**config.mk**
```make
export PLATFORM = sky130hd
export DESIGN_NAME = mesh_router_rr
export DESIGN_NICKNAME = d
export VERILOG_FILES = /design/src/rtl/mesh_router_rr.sv
export SDC_FILE = /design/constraint.sdc
export NUM_CORES = 1
export LEC_CHECK = 0
export BUFFER_PORTS_ARGS = -buffer_cell sky130_fd_sc_hd__buf_4
export CAP_MARGIN = 20
export CORE_MARGIN = 5
export CORE_UTILIZATION = 30
export CTS_CLUSTER_DIAMETER = 30
export DETAILED_ROUTE_END_ITERATION = 8
export PLACE_DENSITY = 0.48
export SYNTH_ARGS = -nofsm -noshare
export SYNTH_HDL_FRONTEND = slang
export SYNTH_SLANG_ARGS = --single-unit
```
**constraint.sdc**
```tcl
create_clock -name clk -period 3.7 [get_ports clk]
set_clock_uncertainty 0.1 [all_clocks]
set_input_delay 0.925 -clock clk [delete_from_list [all_inputs] [get_ports clk]]
set_output_delay 0.925 -clock clk [all_outputs]
set_load 0.01 [all_outputs]
```
**src/rtl/mesh_router_rr.sv**
```systemverilog
// mesh_router_rr: four-port (N/E/S/W) mesh router with row-first routing, round-robin
// input arbitration that skips blocked inputs, broadcast, self-address drop counting.
//
// state | meaning
// IDLE  | scan inputs from rr, latch the first one whose target(s) have room
// XFER  | pop granted input, push latched packet into target FIFO(s) or count a drop
module mesh_router_rr #(
  parameter int         PCKG_SZ    = 40,
  parameter int         FIFO_DEPTH = 4,
  parameter int         ID_R       = 1,
  parameter int         ID_C       = 1,
  parameter int         ROWS       = 4,
  parameter int         COLUMNS    = 4,
  parameter logic [7:0] BDCST      = 8'hFF
) (
  input  logic               clk,
  input  logic               rst,
  input  logic [PCKG_SZ-1:0] in_data [4],
  input  logic [3:0]         in_pndng,
  output logic [3:0]         in_pop,
  output logic [PCKG_SZ-1:0] out_data [4],
  output logic [3:0]         out_pndng,
  input  logic [3:0]         out_pop,
  output logic [7:0]         drop_cnt
);

  localparam int PW = $clog2(FIFO_DEPTH);
  localparam int CW = $clog2(FIFO_DEPTH + 1);

  localparam logic [0:0] IDLE = 1'b0;
  localparam logic [0:0] XFER = 1'b1;

  if (PCKG_SZ < 16 || FIFO_DEPTH < 2 || ID_R < 1 || ID_R > ROWS ||
      ID_C < 1 || ID_C > COLUMNS) begin : g_bad_cfg
    $error("mesh_router_rr: illegal parameter set");
  end

  // Target mask per packet; an all-zero mask means the packet is addressed here and dropped.
  function automatic logic [3:0] route(input logic [PCKG_SZ-1:0] d, input logic [1:0] src);
    logic [3:0] dr;
    logic [3:0] dc;
    dr = d[PCKG_SZ-1 -: 4];
    dc = d[PCKG_SZ-5 -: 4];
    if (d[PCKG_SZ-1 -: 8] == BDCST) route = ~(4'b0001 << src);
    else if (dr < 4'(ID_R))         route = 4'b0001;
    else if (dr > 4'(ID_R))         route = 4'b0100;
    else if (dc > 4'(ID_C))         route = 4'b0010;
    else if (dc < 4'(ID_C))         route = 4'b1000;
    else                            route = 4'b0000;
  endfunction

  function automatic logic [PW-1:0] next_ptr(input logic [PW-1:0] p);
    next_ptr = (p == PW'(FIFO_DEPTH - 1)) ? '0 : p + PW'(1);
  endfunction

  logic [0:0]         state;
  logic [1:0]         rr;
  logic [1:0]         g;
  logic [PCKG_SZ-1:0] dat;
  logic [3:0]         mask;

  logic [PCKG_SZ-1:0] mem    [4][FIFO_DEPTH];
  logic [PW-1:0]      wr_ptr [4];
  logic [PW-1:0]      rd_ptr [4];
  logic [CW-1:0]      cnt    [4];

  logic [3:0] tgt [4];
  logic [3:0] full;
  logic [3:0] qual;
  logic [3:0] push;
  logic [3:0] pop_ok;
  logic       hit;
  logic [1:0] pick;
  logic [1:0] idx;

  always_comb begin
    for (int p = 0; p < 4; p++) begin
      full[p] = (cnt[p] == CW'(FIFO_DEPTH));
    end
    for (int p = 0; p < 4; p++) begin
      tgt[p]  = route(in_data[p], 2'(p));
      qual[p] = in_pndng[p] && ((tgt[p] & full) == 4'b0000);
    end
  end

  always_comb begin
    hit  = 1'b0;
    pick = rr;
    idx  = rr;
    for (int i = 0; i < 4; i++) begin
      idx = rr + 2'(i);
      if (!hit && qual[idx]) begin
        hit  = 1'b1;
        pick = idx;
      end
    end
  end

  always_ff @(posedge clk or posedge rst) begin
    if (rst) begin
      state    <= IDLE;
      rr       <= '0;
      g        <= '0;
      dat      <= '0;
      mask     <= '0;
      drop_cnt <= '0;
    end else begin
      case (state)
        IDLE: begin
          if (hit) begin
            g     <= pick;
            dat   <= in_data[pick];
            mask  <= tgt[pick];
            state <= XFER;
          end
        end
        XFER: begin
          rr    <= g + 2'd1;
          state <= IDLE;
          if (mask == 4'b0000 && drop_cnt != 8'hFF) drop_cnt <= drop_cnt + 8'd1;
        end
        default: state <= IDLE;
      endcase
    end
  end

  // in_pop comes only from registers, so a reset during XFER withdraws it at once.
  assign in_pop = (state == XFER) ? (4'b0001 << g) : 4'b0000;
  assign push   = (state == XFER) ? mask : 4'b0000;
  assign pop_ok = out_pop & out_pndng;

  always_ff @(posedge clk or posedge rst) begin
    if (rst) begin
      for (int q = 0; q < 4; q++) begin
        wr_ptr[q] <= '0;
        rd_ptr[q] <= '0;
        cnt[q]    <= '0;
      end
    end else begin
      for (int q = 0; q < 4; q++) begin
        if (push[q])   wr_ptr[q] <= next_ptr(wr_ptr[q]);
        if (pop_ok[q]) rd_ptr[q] <= next_ptr(rd_ptr[q]);
        case ({push[q], pop_ok[q]})
          2'b10:   cnt[q] <= cnt[q] + CW'(1);
          2'b01:   cnt[q] <= cnt[q] - CW'(1);
          default: cnt[q] <= cnt[q];
        endcase
      end
    end
  end

  // Storage is not reset; out_data is masked while a FIFO is empty.
  always_ff @(posedge clk) begin
    for (int q = 0; q < 4; q++) begin
      if (push[q]) mem[q][wr_ptr[q]] <= dat;
    end
  end

  always_comb begin
    for (int q = 0; q < 4; q++) begin
      out_pndng[q] = (cnt[q] != '0);
      out_data[q]  = (cnt[q] != '0) ? mem[q][rd_ptr[q]] : '0;
    end
  end

endmodule

```
Yosys cells after proc, flatten, opt, wreduce, memory -nomap -nowiden

Memories as Yosys holds them, arrays and structs flattened.
Cells that the tools add are included.

Flip-flop bits (word level): 85
Memory bits (writable): 640
Output and inout bits: 176
Memories kept: 1
Logic and storage cells: 233

Add/subtract/negate cells: 21
Bitwise gates (word level): 15
Reduce and logical (&&, ||, !) cells: 30
Mux-type cells: 89
Order comparisons: 33
Equality and inequality tests: 25
Shifts and indexed selects: 1

Memories:

| memory | depth | bits a word | rd ports | clocked after memory_dff | write ports | RTL line | text |
|---|---|---|---|---|---|---|---|
| mem    | 4     | 160         | 4        | 0                        | 4           | 62       | `logic [PCKG_SZ-1:0] mem [4][FIFO_DEPTH];` |

Operator list:

| operator                                                    | number |
|---|---|
| two-way mux 40 bit                                          | 18 |
| two-way mux 160 bit                                         | 4 |
| binary-select mux 40 bit (select 2 bit)                     | 5 |
| demux 40 bit (select 2 bit)                                 | 4 |
| two-way mux 4 bit                                           | 24 |
| == test 8 bit (second input constant)                       | 4 |
| > comparator 4 x 1 -> 1 bit (second input constant)         | 8 |
| less-than comparator 4 x 1 -> 1 bit (second input constant) | 8 |
| greater-or-equal comparator 3 bit (second input constant)   | 9 |
| NOT 2 -> 3 bit                                              | 9 |
| == test 2 bit (second input constant)                       | 12 |
| case mux 3 bit (2 select lines)                             | 4 |
| two-way mux 2 bit                                           | 11 |
| adder 2 x 1 -> 2 bit (second input constant)                | 10 |
| AND 4 bit                                                   | 5 |
| logical NOT 4 bit                                           | 5 |
| two-way mux 1 bit                                           | 13 |
| adder 3 x 1 -> 3 bit (second input constant)                | 4 |
| == test 3 bit (second input constant)                       | 4 |
| logical AND 1 bit                                           | 12 |
| less-than comparator 2 x 3 -> 1 bit (second input constant) | 4 |
| less-than comparator 3 x 1 -> 1 bit (second input constant) | 4 |
| nonzero test 3 bit                                          | 4 |
| subtractor 3 x 1 -> 3 bit (second input constant)           | 4 |
| other kinds (12)                                            | 25 |

Longest topological paths before layout

Gate-level depths: netlist of run 1.

Word-level depth: 25
Gate-level depth with buffers: 12
Mapped depth without buffers: 9

Worst setup path before layout of run 1

Ideal clock, no wire load.

Path kind: in2reg
Start point: in in_data[117] (netlist name)
End point: reg dat[10]
Arrival time: 3.501 ns
Setup time: 0.126 ns
Slack: -0.027 ns
Stages on the path: 10
Required time: 3.474 ns
Path buffers: 2
Cells stage by stage: or4b_4 > o32a_1 > and4_4 > or3_4 > o211a_1 > buf_6 > nand2_8 > buf_4 > mux2_2 > a221o_1

Cells in the longest elaborated chain, start to end: 23

Ends and longest elaborated chain:

| element                                                | RTL line | text |
|---|---|---|
| from (decl)                                            | 18       | `input logic [PCKG_SZ-1:0] in_data [4],` |
| > comparator 4 x 1 -> 1 bit                            | 46       | `else if (dr > 4'(ID_R)) route = 4'b0100;` |
| two-way mux 4 bit                                      | 46       |  |
| two-way mux 4 bit                                      | 45       | `else if (dr < 4'(ID_R)) route = 4'b0001;` |
| two-way mux 4 bit (*)                                  | 44       | `if (d[PCKG_SZ-1 -: 8] == BDCST) route = ~(4'b0001 << src);` |
| AND 4 bit (*)                                          | 82       | `qual[p] = in_pndng[p] && ((tgt[p] & full) == 4'b0000);` |
| logical NOT 4 bit (*)                                  | 82       |  |
| logical AND 1 bit (*)                                  | 82       |  |
| binary-select mux 1 bit (select 2 bit)                 | 92       | `if (!hit && qual[idx]) begin` |
| (+6 left out)                                          | --       |  |
| logical AND 1 bit                                      | 92       |  |
| two-way mux 1 bit                                      | 92       |  |
| logical NOT 1 bit                                      | 92       |  |
| logical AND 1 bit                                      | 92       |  |
| two-way mux 2 bit                                      | 92       |  |
| NOT 2 -> 3 bit (implied by the code)                   | 112      | `dat <= in_data[pick];` |
| binary-select mux 40 bit (select 2 bit)                | 112      |  |
| two-way mux 40 bit (implied by the code) (2 in series) | 112      |  |
| to (signal assigned)                                   | 112      |  |
| to (decl)                                              | 59       | `logic [PCKG_SZ-1:0] dat;` |

Every way passes the cells marked *; elsewhere a longest branch is shown, timed or not. The select of a mux whose other input is x is not followed.
A chain may end at the register's enable or synchronous reset.

==> results of run 1 <==
cells in the final DEF, fill, tap and decap left out, types with 20 or more instances in the layout:
master / n
a21oi_1: 41
a221o_1: 39
and2_1: 165
buf_12: 28
buf_4: 427
bufinv_16: 25
clkbuf_16: 161
clkinv_1: 20
clkinv_2: 20
dfrtp_1: 77
edfxtp_1: 640
ha_1: 29
inv_1: 28
mux2_2: 40
mux4_2: 160
nand2_1: 22
nand3_1: 44
o21ai_0: 49
cell type report:
class,instances,area [um^2]
clock buffer,182,4138
timing repair buffer,457,3805
fill,8773,58030
sequential,725,21370
inverter,30,115.1
clock inverter,112,1478
tap,1287,1610
multi-input combinational,761,8005
antenna,4,10.01
critical path, stage by stage (launching register included):
cell and delay (ns):
dfrtp_4 0.40, buf_12 0.36, mux4_2 0.62, and2_1 0.19, buf_4 0.14
repair_timing:
item	CTS	global route
pin swaps	0	0
endpoints found under the setup margin	108	1
setup buffers	6	6
hold buffers	0	0
gates resized for setup	6	0
metal layers:
layer	global-route usage	routed length, um
met1	0.2343	39640
met5	0	0
met4	0.05759	2289
met2	0.3020	47830
met3	0.04747	7979
report_power, final:
part	switching, W	total, W	internal (W)	leakage [nW]
Sequential	0.00185	0.0137	0.0119	6.90
Clock	0.00467	0.0145	0.00983	2.70
Combinational	0.00724	0.0136	0.00636	5.21
Total	0.0138	0.0418	0.0281	14.8
per-stage QoR:
step                std cells  area, um^2
floorplan                1613       29820
global placement         3248       34720
detailed placement       3248       34720
CTS                      3548       40450
global route             3554       40520
finish                   3558       40530
logic make-up after synthesis:
kind of cell / share of synthesized area
flip-flops: 0.7159
AND/OR/NAND/NOR: 0.06374
multiplexers: 0.1422
AO/OA/AOI/OAI: 0.04020
buffers and inverters: 0.01750
adder cells (fa/ha/maj): 0.01486
XOR/XNOR: 0.005581
flip-flops by register name, summed over array words and instances (netlist names):
signal and count:
mask 4, drop_cnt 8, dat 40, cnt 12, state 1, g 2, rd_ptr 8, wr_ptr 8
rr 2, mem 640
worst paths after layout:
kind	startpoint	endpoint	slack, ns	depth (start not counted)
setup / recovery	rd_ptr[2]	out_data[59]	0.20	4
min in group clk	cnt[5]	cnt[5]	0.38	1
hold / removal	rst	dat[18]	0.28	2
hold reg to reg	cnt[5]	cnt[5]	0.38	1
setup reg to reg	cnt[3]	dat[4]	0.54	10
max in group asynchronous	rst	dat[4]	2.38	3
==> reports/metrics.yaml, run 1 <==
cts-root-buf: "clkbuf_16"
dieHeight_um: 325.3
ys_types: 66
grt_pass1_vias: 19090
drtIter0Drc: 1346
hold_viol: 0
seq_area_frac_synth: 0.7159
clk_latency_ns: 0.72
rsz0062_at_grt: "no"
cp_max_fo: 43
via_per_inst: 5.014
drcViolationCount: 0
nets: 2338
start_util: 0.3025
yosys.area.top_type: "edfxtp_1"
timing.setup.tns_ns: 0
ir_drop_mv: 0.3858
grt_start_max_net_pins: 63
setup_slack_ns: 0.2046
slew_violations: 0
p_total_w: 0.04183
worstSetupPathType: "reg2out"
hold_path.class: "in2async"
synth.avg_cell_area_um2: 18.48
cts.path.max_buffers: 3
wire_per_inst_um: 27.47
end_kind: "primary output"
drive_gt1_frac: 0.4243
grt_pass1_wl_um: 138000
p_per_area_mw_per_mm2: 1032
synth_seq_cells: 725
gp_congestion: 0.9071
dp_hpwl_um: 65580
synthToLayoutAreaGrowth_pct: 35.93
cts_tree: "built"
chipWidth_um: 325.3
h-tree-depth: 4
outcome: "finished, final reports clean"
synth_cells: 1613
cts.sinks: 725
tightest_slew_ns: 0.8800
place_ws_ns: -0.2283
hold_slack_ns: 0.2754
yosysMostFrequentCell: "edfxtp_1"
cp-start-kind: "flip-flop"
antenna_left: 0
ioPinCount: 346
worstPathRequired_ns: 2.67
leakage_nw: 14.80
slew_headroom: 0.4133
vias: 17840
synth-edff-count: 640
drt_first_pass_iters: 5
yosysWarnings: 0
post-route-util: 0.4112
syn_area_mm2: 0.02982
synthTopCellsByCount: "edfxtp_1, and2_1, mux4_2, dfrtp_1, o21ai_0"
synth_top_cells_by_area: "edfxtp_1, mux4_2, dfrtp_1"
clk_pin_slew_worst_paths_ns: 0.04
setup_viol: 0
fmax_mhz: 286.1
period_needed_ns: 3.495
portBuffers: 345
cts_buffers: 160
worstPathArrival_ns: 2.47
ys.flop_type: "edfxtp_1"
core_mm2: 0.09856
post-route-period-util: 0.9447
overflow: 0
wl_um: 97740
fp-row-count: 115
synth.top_cell.area_share: 0.6446
max-cap-violations: 0
async_flop_share: 0.1172
grt_usage: 0.1819
dieArea_mm2: 0.1058
syn_nets: 1816
antenna_found_initial: 9
Note: power is estimated with default switching activity, not from simulation.
==> run 2, diff against run 1 <==
--- a/config.mk
+++ b/config.mk
@@ -9,6 +9,7 @@
 export CAP_MARGIN = 20
 export CORE_MARGIN = 5
 export CORE_UTILIZATION = 30
+export CTS_BUF_LIST = sky130_fd_sc_hd__clkbuf_16
 export CTS_CLUSTER_DIAMETER = 30
 export DETAILED_ROUTE_END_ITERATION = 8
 export PLACE_DENSITY = 0.48
==> reports/metrics.yaml, run 2 (synthesized netlist as in run 1, its figures left out) <==
hold_viol: 0  # unchanged
setup_viol: 0  # unchanged
ioPinCount: 346  # unchanged
worstPathArrival_ns: 2.48  # about the same
outcome: "finished, final reports clean"
cp_max_fo: 20  # -53%
period_needed_ns: 3.509  # +0.01322 ns
wl_um: 97790  # about the same
most-common-layout-cells: "edfxtp_1, buf_4, and2_1"
seq_power_share: 0.329  # about the same
final_area_mm2: 0.04050  # about the same
cp-start-kind: "flip-flop"
rsz0062_at_grt: "no"
max-cap-violations: 0  # unchanged
portBuffers: 345  # unchanged
placed_cell_area_mm2: 0.03472  # unchanged
multi_input_area_mm2: 0.008005  # unchanged
place_ws_ns: -0.2283  # unchanged
ir_drop_mv: 0.3847  # -0.27%
cts_buffers: 160  # unchanged
worstSetupPathType: "reg2out"
end_kind: "primary output"
vias: 17780  # -0.37%
wire_per_inst_um: 27.48  # about the same
clk_pin_slew_worst_paths_ns: 0.04  # about the same
final_common_cell: "edfxtp_1"
h-tree-depth: 4  # unchanged
slew_violations: 0  # unchanged
dp_hpwl_um: 65580  # unchanged
drt_first_pass_iters: 5  # unchanged
start_util: 0.3025  # unchanged
seqCellArea_mm2: 0.02137  # unchanged
cts_tree: "built"
fp-row-count: 115  # unchanged
via_per_inst: 4.994  # -0.40%
internal_power_w: 0.02795  # -0.41%
tightest_slew_ns: 0.8855  # +0.005428 ns
worstPathRequired_ns: 2.67  # about the same
cts.sinks: 725  # unchanged
antenna_left: 0  # unchanged
overflow: 0  # unchanged
fmax_mhz: 285.0  # -0.38%
hold_path.class: "in2async"
post-route-period-util: 0.9483  # +0.003573
chipWidth_um: 325.3  # unchanged
dieArea_mm2: 0.1058  # unchanged
grt_pass1_vias: 19100  # +0.052%
cts-root-buf: "clkbuf_16"
largest_reg_flops: 640  # unchanged
gp_congestion: 0.9071  # unchanged
drcViolationCount: 0  # unchanged
clk_latency_ns: 0.72  # about the same
setup_slack_ns: 0.1914  # -0.01322 ns
fillers: 8774  # +0.011%
pwr-share-comb: 0.326  # about the same
clockPowerShare: 0.345  # -0.002
p_sw_w: 0.01379  # +0.18%
drtIter0Drc: 1324  # -1.6%
grt_usage: 0.1818  # about the same
antenna_found_initial: 10  # +1
grt_pass1_wl_um: 138000  # about the same
timing.setup.tns_ns: 0  # unchanged
dieHeight_um: 325.3  # unchanged
grt_start_max_net_pins: 63  # unchanged
drive_gt1_frac: 0.4230  # -0.001323
core_mm2: 0.09856  # unchanged
synthToLayoutAreaGrowth_pct: 35.84  # about the same
slew_headroom: 0.4097  # -0.003619
cts.path.max_buffers: 3  # unchanged
p_per_area_mw_per_mm2: 1030  # -0.15%
nets: 2338  # unchanged
leakage_nw: 14.86  # +0.39%
ff2ff_path_depth: 10  # unchanged
p_sw_frac: 0.3303  # +0.001292
## run 2: cell type report
cell class              instances  area share
clock buffers                 161     0.09947
repair buffers                457     0.09395
diodes                          5   0.0003089
inverters                      30    0.002842
clock inverters               133     0.03843
multi-input cells             761      0.1977
flip-flops and latches        725      0.5276
well taps                    1287     0.03976
## run 2: final timing paths
check	start	to	slack (ns)
worst max-delay path	rd_ptr[1]	out_data[20]	0.19
worst min-delay path	rst	dat[18]	0.28
worst max register to register	cnt[3]	dat[4]	0.53
worst min register to register	cnt[5]	cnt[5]	0.38
max in group asynchronous	rst	dat[4]	2.37
min in group clk	cnt[5]	cnt[5]	0.38
## run 2: power groups by stage
stage | Combinational, W | Sequential [W] | Clock (W)
floorplan | 0.00740 | 0.0129 | 0
global placement | 0.0133 | 0.0139 | 0
detailed placement | 0.0135 | 0.0141 | 0
CTS | 0.0139 | 0.0139 | 0.0147
global route | 0.0146 | 0.0140 | 0.0151
finish | 0.0136 | 0.0137 | 0.0144
## run 2: metal layers
metal  share of wire  global-route usage
met1            0.41              0.2350
met2            0.49              0.3007
met3           0.079             0.04741
met4           0.024             0.05825
met5               0                   0
## run 2: what timing repair did
action	CTS	global route
hold buffers	0	0
endpoints found under the setup margin	108	1
resized for setup	6	0
buffers inserted	6	6
hold endpoints to repair	0	0
## run 2: metrics by stage
step                cells  power, W  hold slack [ns]  utilization
finish               3559   0.04174           0.2812       0.4109
CTS                  3548   0.04237           0.2834       0.4101
floorplan            1613   0.02025           0.3476            -
global placement     3248   0.02729           0.3633       0.3523
detailed placement   3248   0.02761           0.3676       0.3523
global route         3554   0.04371           0.3452       0.4108
## run 2: critical path: stages, from the launching register on
cell	delay, ns
dfrtp_4	0.66
buf_4	0.37
mux4_2	0.34
and2_1	0.22
buf_4	0.17
